## src/rtl/sid_envelope.sv

```systemverilog
// Per-voice SID ADSR envelope: rate counter, exponential decay divider and ATTACK/DECAY_SUSTAIN/RELEASE FSM.
// Build option SID_ENV_ADSR_BUG_EN: exact-match rate tick, reproducing the hardware ADSR delay bug.
module sid_envelope #(
  parameter int RATE_BITS = 15
) (
  input  logic       clk,
  input  logic       rst_n,
  input  logic       phi2_en,
  input  logic       gate,
  input  logic [3:0] attack,
  input  logic [3:0] decay,
  input  logic [3:0] sustain,
  input  logic [3:0] release_rate,
  output logic [7:0] env_o,
  output logic [1:0] state_o
);

  typedef enum logic [1:0] {
    ST_RELEASE       = 2'd0,
    ST_ATTACK        = 2'd1,
    ST_DECAY_SUSTAIN = 2'd2
  } state_t;

  state_t               state_reg, state_next;
  logic [RATE_BITS-1:0] rate_cnt_reg, rate_cnt_next;
  logic [4:0]           exp_cnt_reg, exp_cnt_next;
  logic [7:0]           env_reg, env_next;
  logic                 gate_prev_reg;

  logic [3:0]           rate_idx;
  logic [RATE_BITS-1:0] period_m1;
  logic [4:0]           exp_m1;
  logic                 rate_tick, exp_tick;
  logic                 gate_rise, gate_fall;
  logic [7:0]           sustain_level;

  // Rate period minus one, so the tick compare needs no subtractor.
  function automatic logic [RATE_BITS-1:0] rate_period_m1(input logic [3:0] idx);
    case (idx)
      4'd0:    rate_period_m1 = RATE_BITS'(8);
      4'd1:    rate_period_m1 = RATE_BITS'(31);
      4'd2:    rate_period_m1 = RATE_BITS'(62);
      4'd3:    rate_period_m1 = RATE_BITS'(94);
      4'd4:    rate_period_m1 = RATE_BITS'(148);
      4'd5:    rate_period_m1 = RATE_BITS'(219);
      4'd6:    rate_period_m1 = RATE_BITS'(266);
      4'd7:    rate_period_m1 = RATE_BITS'(312);
      4'd8:    rate_period_m1 = RATE_BITS'(391);
      4'd9:    rate_period_m1 = RATE_BITS'(976);
      4'd10:   rate_period_m1 = RATE_BITS'(1953);
      4'd11:   rate_period_m1 = RATE_BITS'(3125);
      4'd12:   rate_period_m1 = RATE_BITS'(3906);
      4'd13:   rate_period_m1 = RATE_BITS'(11719);
      4'd14:   rate_period_m1 = RATE_BITS'(19531);
      default: rate_period_m1 = RATE_BITS'(31250);
    endcase
  endfunction

  // Piecewise approximation of an exponential curve, chosen by the current level.
  function automatic logic [4:0] exp_period_m1(input logic [7:0] level);
    if (level >= 8'h5E)      exp_period_m1 = 5'd0;
    else if (level >= 8'h37) exp_period_m1 = 5'd1;
    else if (level >= 8'h1B) exp_period_m1 = 5'd3;
    else if (level >= 8'h0F) exp_period_m1 = 5'd7;
    else if (level >= 8'h07) exp_period_m1 = 5'd15;
    else if (level >= 8'h01) exp_period_m1 = 5'd29;
    else                     exp_period_m1 = 5'd0;
  endfunction

  // State register
  always_ff @(posedge clk or negedge rst_n) begin
    if (!rst_n) begin
      state_reg     <= ST_RELEASE;
      rate_cnt_reg  <= '0;
      exp_cnt_reg   <= '0;
      env_reg       <= '0;
      gate_prev_reg <= 1'b0;
    end else if (phi2_en) begin
      state_reg     <= state_next;
      rate_cnt_reg  <= rate_cnt_next;
      exp_cnt_reg   <= exp_cnt_next;
      env_reg       <= env_next;
      gate_prev_reg <= gate;
    end
  end

  // Tick generation; rate registers are read combinationally on the strobe they are written.
  always_comb begin
    rate_idx = release_rate;
    case (state_reg)
      ST_ATTACK:        rate_idx = attack;
      ST_DECAY_SUSTAIN: rate_idx = decay;
      default:          rate_idx = release_rate;
    endcase
    period_m1 = rate_period_m1(rate_idx);
`ifdef SID_ENV_ADSR_BUG_EN
    rate_tick = (rate_cnt_reg == period_m1);
`else
    rate_tick = (rate_cnt_reg >= period_m1);
`endif
    rate_cnt_next = rate_tick ? '0 : rate_cnt_reg + RATE_BITS'(1);
    exp_m1        = exp_period_m1(env_reg);
    exp_tick      = rate_tick && (exp_cnt_reg == exp_m1);
    gate_rise     = gate & ~gate_prev_reg;
    gate_fall     = ~gate & gate_prev_reg;
    sustain_level = {sustain, sustain};
  end

  // Next-state and envelope update; a gate edge swallows a coincident tick.
  always_comb begin
    state_next   = state_reg;
    env_next     = env_reg;
    exp_cnt_next = exp_cnt_reg;
    if (gate_rise) begin
      state_next   = ST_ATTACK;
      exp_cnt_next = '0;
    end else if (gate_fall) begin
      state_next = ST_RELEASE;
    end else if (rate_tick) begin
      case (state_reg)
        ST_ATTACK: begin
          if (env_reg != 8'hFF) env_next = env_reg + 8'd1;
          if (env_reg >= 8'hFE) state_next = ST_DECAY_SUSTAIN;
        end
        ST_DECAY_SUSTAIN: begin
          exp_cnt_next = exp_tick ? 5'd0 : exp_cnt_reg + 5'd1;
          if (exp_tick && env_reg != sustain_level && env_reg != 8'h00)
            env_next = env_reg - 8'd1;
        end
        default: begin
          exp_cnt_next = exp_tick ? 5'd0 : exp_cnt_reg + 5'd1;
          if (exp_tick && env_reg != 8'h00)
            env_next = env_reg - 8'd1;
        end
      endcase
    end
  end

  // Outputs
  always_comb begin
    env_o   = env_reg;
    state_o = state_reg;
  end

endmodule
```

## config.mk

```make
export PLATFORM = sky130hd
export DESIGN_NAME = sid_envelope
export DESIGN_NICKNAME = d
export VERILOG_FILES = /design/src/rtl/sid_envelope.sv
export SDC_FILE = /design/constraint.sdc
export NUM_CORES = 1
export LEC_CHECK = 0
export ABC_AREA = 1
export BUFFER_PORTS_ARGS = -buffer_cell sky130_fd_sc_hd__buf_2
export CELL_PAD_IN_SITES_DETAIL_PLACEMENT = 1
export CELL_PAD_IN_SITES_GLOBAL_PLACEMENT = 1
export CORE_ASPECT_RATIO = 1.2
export CORE_MARGIN = 5
export CORE_UTILIZATION = 40
export DETAILED_ROUTE_END_ITERATION = 6
export GPL_TIMING_DRIVEN = 0
export PLACE_DENSITY_LB_ADDON = 0.1
export SETUP_SLACK_MARGIN = 0.02
export SLEW_MARGIN = 0
export SYNTH_ARGS = -nofsm -noshare
export SYNTH_HDL_FRONTEND = slang
export SYNTH_SLANG_ARGS = --single-unit
```

## constraint.sdc

```tcl
create_clock -name clk -period 4.6 [get_ports clk]
set_input_delay 0.92 -clock clk [delete_from_list [all_inputs] [get_ports clk]]
set_output_delay 0.92 -clock clk [all_outputs]
set_load 0.02 [all_outputs]
```

**Word-level counts from Yosys, hierarchy flattened**

Memory sizes are Yosys's and may differ from the RTL's.
Cells that the tools add are included.

- Memories kept: 1
- Register bits: 31
- Bits in read-only memories: 240
- Logic and storage cells: 68

Memories:

| name | depth | width | rd ports | clocked after memory_dff | wr ports | RTL line | RTL |
|---|---|---|---|---|---|---|---|
| (no name shown) | 16 | 15 | 1 | 0 | 0 | 39 | `case (idx)` |

- Add/sub/neg operators: 4
- Equality and inequality tests: 9
- Reduce and logical (&&, ||, !) cells: 13
- Bitwise gates (word level): 6
- Muxes and demuxes: 22
- Magnitude comparators: 8

Operators by type and width:

| cell | number |
|---|---|
| $mux 5 | 11 |
| $mux 8 | 3 |
| $pmux 8 s2 | 1 |
| $add 15x1->15 const B | 1 |
| $ge 15x15->1 | 1 |
| $mux 15 | 1 |
| $reduce_bool 3->1 | 4 |
| $mux 2 | 5 |
| $add 8x1->8 const B | 1 |
| $ge 8x1->1 const B | 1 |
| $ge 8x3->1 const B | 1 |
| $ge 8x4->1 const B | 1 |
| $ge 8x5->1 const B | 1 |
| $ge 8x6->1 const B | 1 |
| $ge 8x7->1 const B | 1 |
| $ge 8x8->1 const B | 1 |
| $ne 2x2->1 const B | 4 |
| $ne 8x8->1 | 1 |
| $ne 8x8->1 const B | 1 |
| $pmux 4 s2 | 1 |
| $reduce_and 4->1 | 2 |
| $reduce_bool 8->1 | 1 |
| $sub 8x1->8 const B | 1 |
| $reduce_and 7->1 | 1 |
| 8 further kinds | 15 |

**Logic depth before layout (Yosys ltp)**

- Depth in word-level cells: 14
- Depth in mapped cells: 26
- Mapped depth without buffers: 26

**Worst setup path before layout**

Ideal clock, no wire load.

- Path type: reg-to-reg
- From: reg state_reg[0], in the netlist state_o[0]
- To: reg state_reg[0], in the netlist state_o[0]
- Slack: 1020 ps
- Stages on the path, launching flop included: 26
- Data arrival time: 3503 ps
- Required time: 4523 ps
- Buffers on the path: 0
- Cells stage by stage: dfrtp_1 > inv_1 > ha_1 > inv_1 > o21ai_0 > inv_1 > ha_1 > nor2_1 > inv_1 > nand2_1 > nand2_1 > o31ai_1 > ha_1 > nand3_1 > nand2_1 > nand2_1 > nand2_1 > nand2_1 > nand2_1 > nor2_4 > inv_2 > nor2_2 > nand2_1 > nand3_1 > nand2_1 > o21ai_1

- Longest elaborated chain between the ends: 6
- Elaborated cells on any way between the ends: 8
- Classes of those cells: 1 x order compare; 2 x eq/ne; 1 x mux; 3 x reduce/logical; 1 x memory

Ends and longest elaborated chain:

| item | RTL line | RTL |
|---|---|---|
| start, declared | 24 | `state_t state_reg, state_next;` |
| start signal, assigned | 79 | `state_reg <= state_next;` |
| $eq 2x2->1 or $eq 2x1->1 (tied branches) | 90, 120 |  |
| $pmux 4 s2 | 90 | `case (state_reg)` |
| $mem_v2 16x15 | - |  |
| $ge 15x15->1 | 99 | `rate_tick = (rate_cnt_reg >= period_m1);` |
| $reduce_bool 3->1 (no line) | - |  |
| $reduce_and 4->1 (no line) (*) | - |  |

Every way passes the cells marked *; elsewhere a longest branch is shown, timed or not.
A chain may end at the register's enable or synchronous reset.

**Worst setup path in the final report**

- From: reg state_reg[0], in the netlist state_o[0]
- To: reg exp_cnt_reg[1]

- Longest elaborated chain between the ends: 10
- Elaborated cells on any way between the ends: 14
- Classes of those cells: 1 x order compare; 3 x eq/ne; 6 x mux; 3 x reduce/logical; 1 x memory

Ends and longest elaborated chain:

| item | RTL line | RTL |
|---|---|---|
| $eq 2x2->1 or $eq 2x1->1 (tied branches) | 90, 120 |  |
| $pmux 4 s2 | 90 |  |
| $mem_v2 16x15 | - |  |
| $ge 15x15->1 | 99 |  |
| $logic_and 1x1->1 | 103 | `exp_tick = rate_tick && (exp_cnt_reg == exp_m1);` |
| $mux 5 | 126, 131 |  |
| $mux 5 | - |  |
| $mux 5 | 119 | `end else if (rate_tick) begin` |
| $mux 5 | 117 | `end else if (gate_fall) begin` |
| $mux 5 | 114 | `if (gate_rise) begin` |
| end signal, assigned | 81 | `exp_cnt_reg <= exp_cnt_next;` |
| end, declared | 26 | `logic [4:0] exp_cnt_reg, exp_cnt_next;` |

Parallel ways exist; a longest one is shown, timed or not. The select of a mux whose other input is x is not followed.

==> flow_summary.json <==
{
  "top_level_ports": 30,
  "antenna_found_initial": 0,
  "hpwl_um": 7020,
  "multi_input_area_um2": 2070,
  "antenna_cells": 0,
  "largest_reg_flops": 15,
  "fin_nets": 543,
  "pwr_density_cell_nw_per_um2": 812,
  "rsz0062_at_grt": "false",
  "grt_pass1_vias": 3099,
  "place_inst": 572,
  "coreArea_um2": 7660,
  "place.port_buffers": 29,
  "syn_inst": 451,
  "ys_ff_latch": 31,
  "routedWlPerCell_um": 14.8,
  "synth-edff-count": 0,
  "grt_max_degree": 32,
  "synth_commonest_cells": "nand2_1, inv_1, nor2_1",
  "finalSetupTns_ps": 0,
  "register_area_um2": 776,
  "min_period_ps": 4070,
  "worst_hold_path.endpoint": "rate_cnt_reg[4]",
  "clock_path_buffers": 2,
  "vias_per_cell": 5.21,
  "fin_skew_ps": 9.68,
  "slew_headroom_pct": 49.1,
  "avgSynthCellArea_um2": 6.92,
  "postCtsSetupRepairBufs": 0,
  "clk_pin_slew_ps": 70,
  "fin_cells": 580,
  "gp_congestion": 0.845,
  "rr_startpoint": "state_o[0]",
  "drive_gt1_share_pct": 15.4,
  "hold_viol_final": 0,
  "grt_pass1_wl_um": 14300,
  "holdPathStages": 1,
  "synthXorXnorAreaFrac_pct": 6.74,
  "cp-end-kind": "flip-flop",
  "cts_tree": "built",
  "crit_type": "flip-flop to flip-flop",
  "netlist.area_leader.share_pct": 24.9,
  "crit_required_ps": 4760,
  "leakage_uw": 0.00185,
  "synth_nets": 507,
  "syn_to_final_growth_pct": 12.0,
  "rrSetupSlack_ps": 530,
  "grt-ovfl-total": 0,
  "drv_cap": 0,
  "track_usage_pct": 18.0,
  "cts_sinks": 31,
  "cp_max_fo": 9,
  "peakVddDrop_uv": 300,
  "yosysMostFrequentCell": "nand2_1",
  "drt_iter0_drc": 76,
  "numCtsBuffers": 5,
  "yosysWarnings": 0,
  "placed_cell_area_um2": 3380,
  "synth_simple_gate_area_share_pct": 34.8,
  "rows": 35,
  "ys_seq_area_share_pct": 24.9,
  "wl_met3_um": 160,
  "setup_violations": 0,
  "fin_area_um2": 3490,
  "ant_nets": 0,
  "reg2reg_depth": 22,
  "met2_length_um": 4940,
  "yosys.area.top_type": "dfrtp_1",
  "synth_top_family_by_area": "simple AND/OR/NAND/NOR gates",
  "outcome": "finished, final reports clean",
  "drc": 0,
  "synth_compound_area_share_pct": 10.4,
  "dieArea_um2": 9670,
  "initial_utilization_pct": 40.7,
  "htree_levels": 2,
  "highest_layer": "met4",
  "drv_slew": 0,
  "post-route-period-util_pct": 88.5,
  "min_from": "rate_cnt_reg[4]",
  "hold_path.class": "flip-flop to flip-flop",
  "worst_slew_pin_slew_ps": 764,
  "worstPathArrival_ps": 4240,
  "num_vias": 3021,
  "synthAdderAreaFrac_pct": 14.4,
  "synthMuxAreaShare_pct": 0,
  "ys_async_sr_fraction_pct": 100,
  "synth_area_um2": 3120,
  "drt-met1-wl_um": 3370,
  "num-fill-cells": 1050,
  "max_freq_mhz": 246,
  "clock_latency_ps": 290,
  "startpoint_type": "flip-flop",
  "die_y_um": 107,
  "die_x_um": 90.6,
  "synth_area_leaders": "dfrtp_1, nand2_1, ha_1",
  "r2r_end": "exp_cnt_reg[1]",
  "wirelength_um": 8610,
  "dr.pass1.iters": 4,
  "ys_types": 41,
  "ctsRootBufferMaster": "clkbuf_8",
  "ys.flop_type": "dfrtp_1"
}
==> power breakdown <==
part           internal [uW]  total [uW]  switching, uW
Sequential               354         461            108
Clock                    161         276            115
Combinational            738        2100           1360
Total                   1250        2840           1580
==> worst max-delay path, cell delays in order (launching register included) <==
cell     delay [ps]
dfrtp_1         420
inv_1            60
ha_1            270
inv_1           100
o21ai_1         550
inv_1           280
ha_1            290
o21ai_0         150
nor2_1           60
a31oi_1         230
ha_1            310
a21oi_1         130
nand2_1          80
nand2_1          80
nand2_1          50
nand2_1          50
nand2_1          80
nor2_4          170
inv_2            80
nor2_2          160
nor2_4           70
nand2_1         170
o22ai_1         100
==> placed cells by master, fill, tap and decap left out, drive strengths merged <==
cell type / n
nand2: 135
o22ai: 5
a211oi: 1
nand3: 37
a21o: 1
ha: 36
or2: 2
xor2: 21
xnor2: 3
o21a: 1
clkinv: 5
o21ai: 25
o221ai: 1
nor3: 7
a21oi: 13
clkbuf: 7
inv: 56
nor4: 2
nor2: 47
o31ai: 3
buf: 35
a22oi: 1
bufinv: 1
nand4: 7
a31oi: 4
a22o: 1
dfrtp: 31
==> routing by layer <==
layer / GRT usage [%] / up-vias
met5: 0 / -
met1: 18.4 / 1447
met4: 4.89 / 0
met2: 37.3 / 33
li1: - / 1528
met3: 2.18 / 13
==> layout make-up <==
| type | count | area share [%] |
|---|---|---|
| Buffer | 8 | 1.40 |
| Clock inverter | 3 | 1.25 |
| Clock buffer | 5 | 1.97 |
| Tap cell | 92 | 3.30 |
| Multi-Input combinational cell | 353 | 59.3 |
| Inverter | 59 | 6.38 |
| Sequential cell | 31 | 22.2 |
| Timing Repair Buffer | 29 | 4.16 |
==> logic make-up after synthesis <==
kind of cell	after synthesis
adders and majority gates	36
buffers and inverters	67
AOI/OAI and AO/OA	56
DFF	31
and+or+nand+nor	237
xor gates and xnor gates	24
==> worst max-delay path by stage <==
| stage | from | endpoint | cells after the start |
|---|---|---|---|
| detailed placement | release_rate[0] | exp_cnt_reg[1] | 19 |
| floorplan | state_o[0] | state_o[0] | 25 |
| CTS | state_o[0] | exp_cnt_reg[1] | 21 |
| finish | state_o[0] | exp_cnt_reg[1] | 22 |
| global route | state_o[0] | exp_cnt_reg[3] | 22 |
| global placement | release_rate[0] | exp_cnt_reg[3] | 20 |
==> through the flow <==
step	total power (uW)	hold slack (ps)	worst slack, ps	util, %
after floorplan	2070	461	1020	-
after global placement	2530	505	297	44.1
after detailed placement	2600	537	185	44.1
after CTS	2890	548	318	45.6
after global routing	3190	591	40.2	45.6
final	2840	546	528	45.6
==> repair_timing <==
item,CTS,global route
endpoints found under the setup margin,0,1
gates resized for setup,0,1
hold buffers,0,0
endpoints found under the hold margin,0,0
Note: power is estimated with default switching activity, not from simulation.
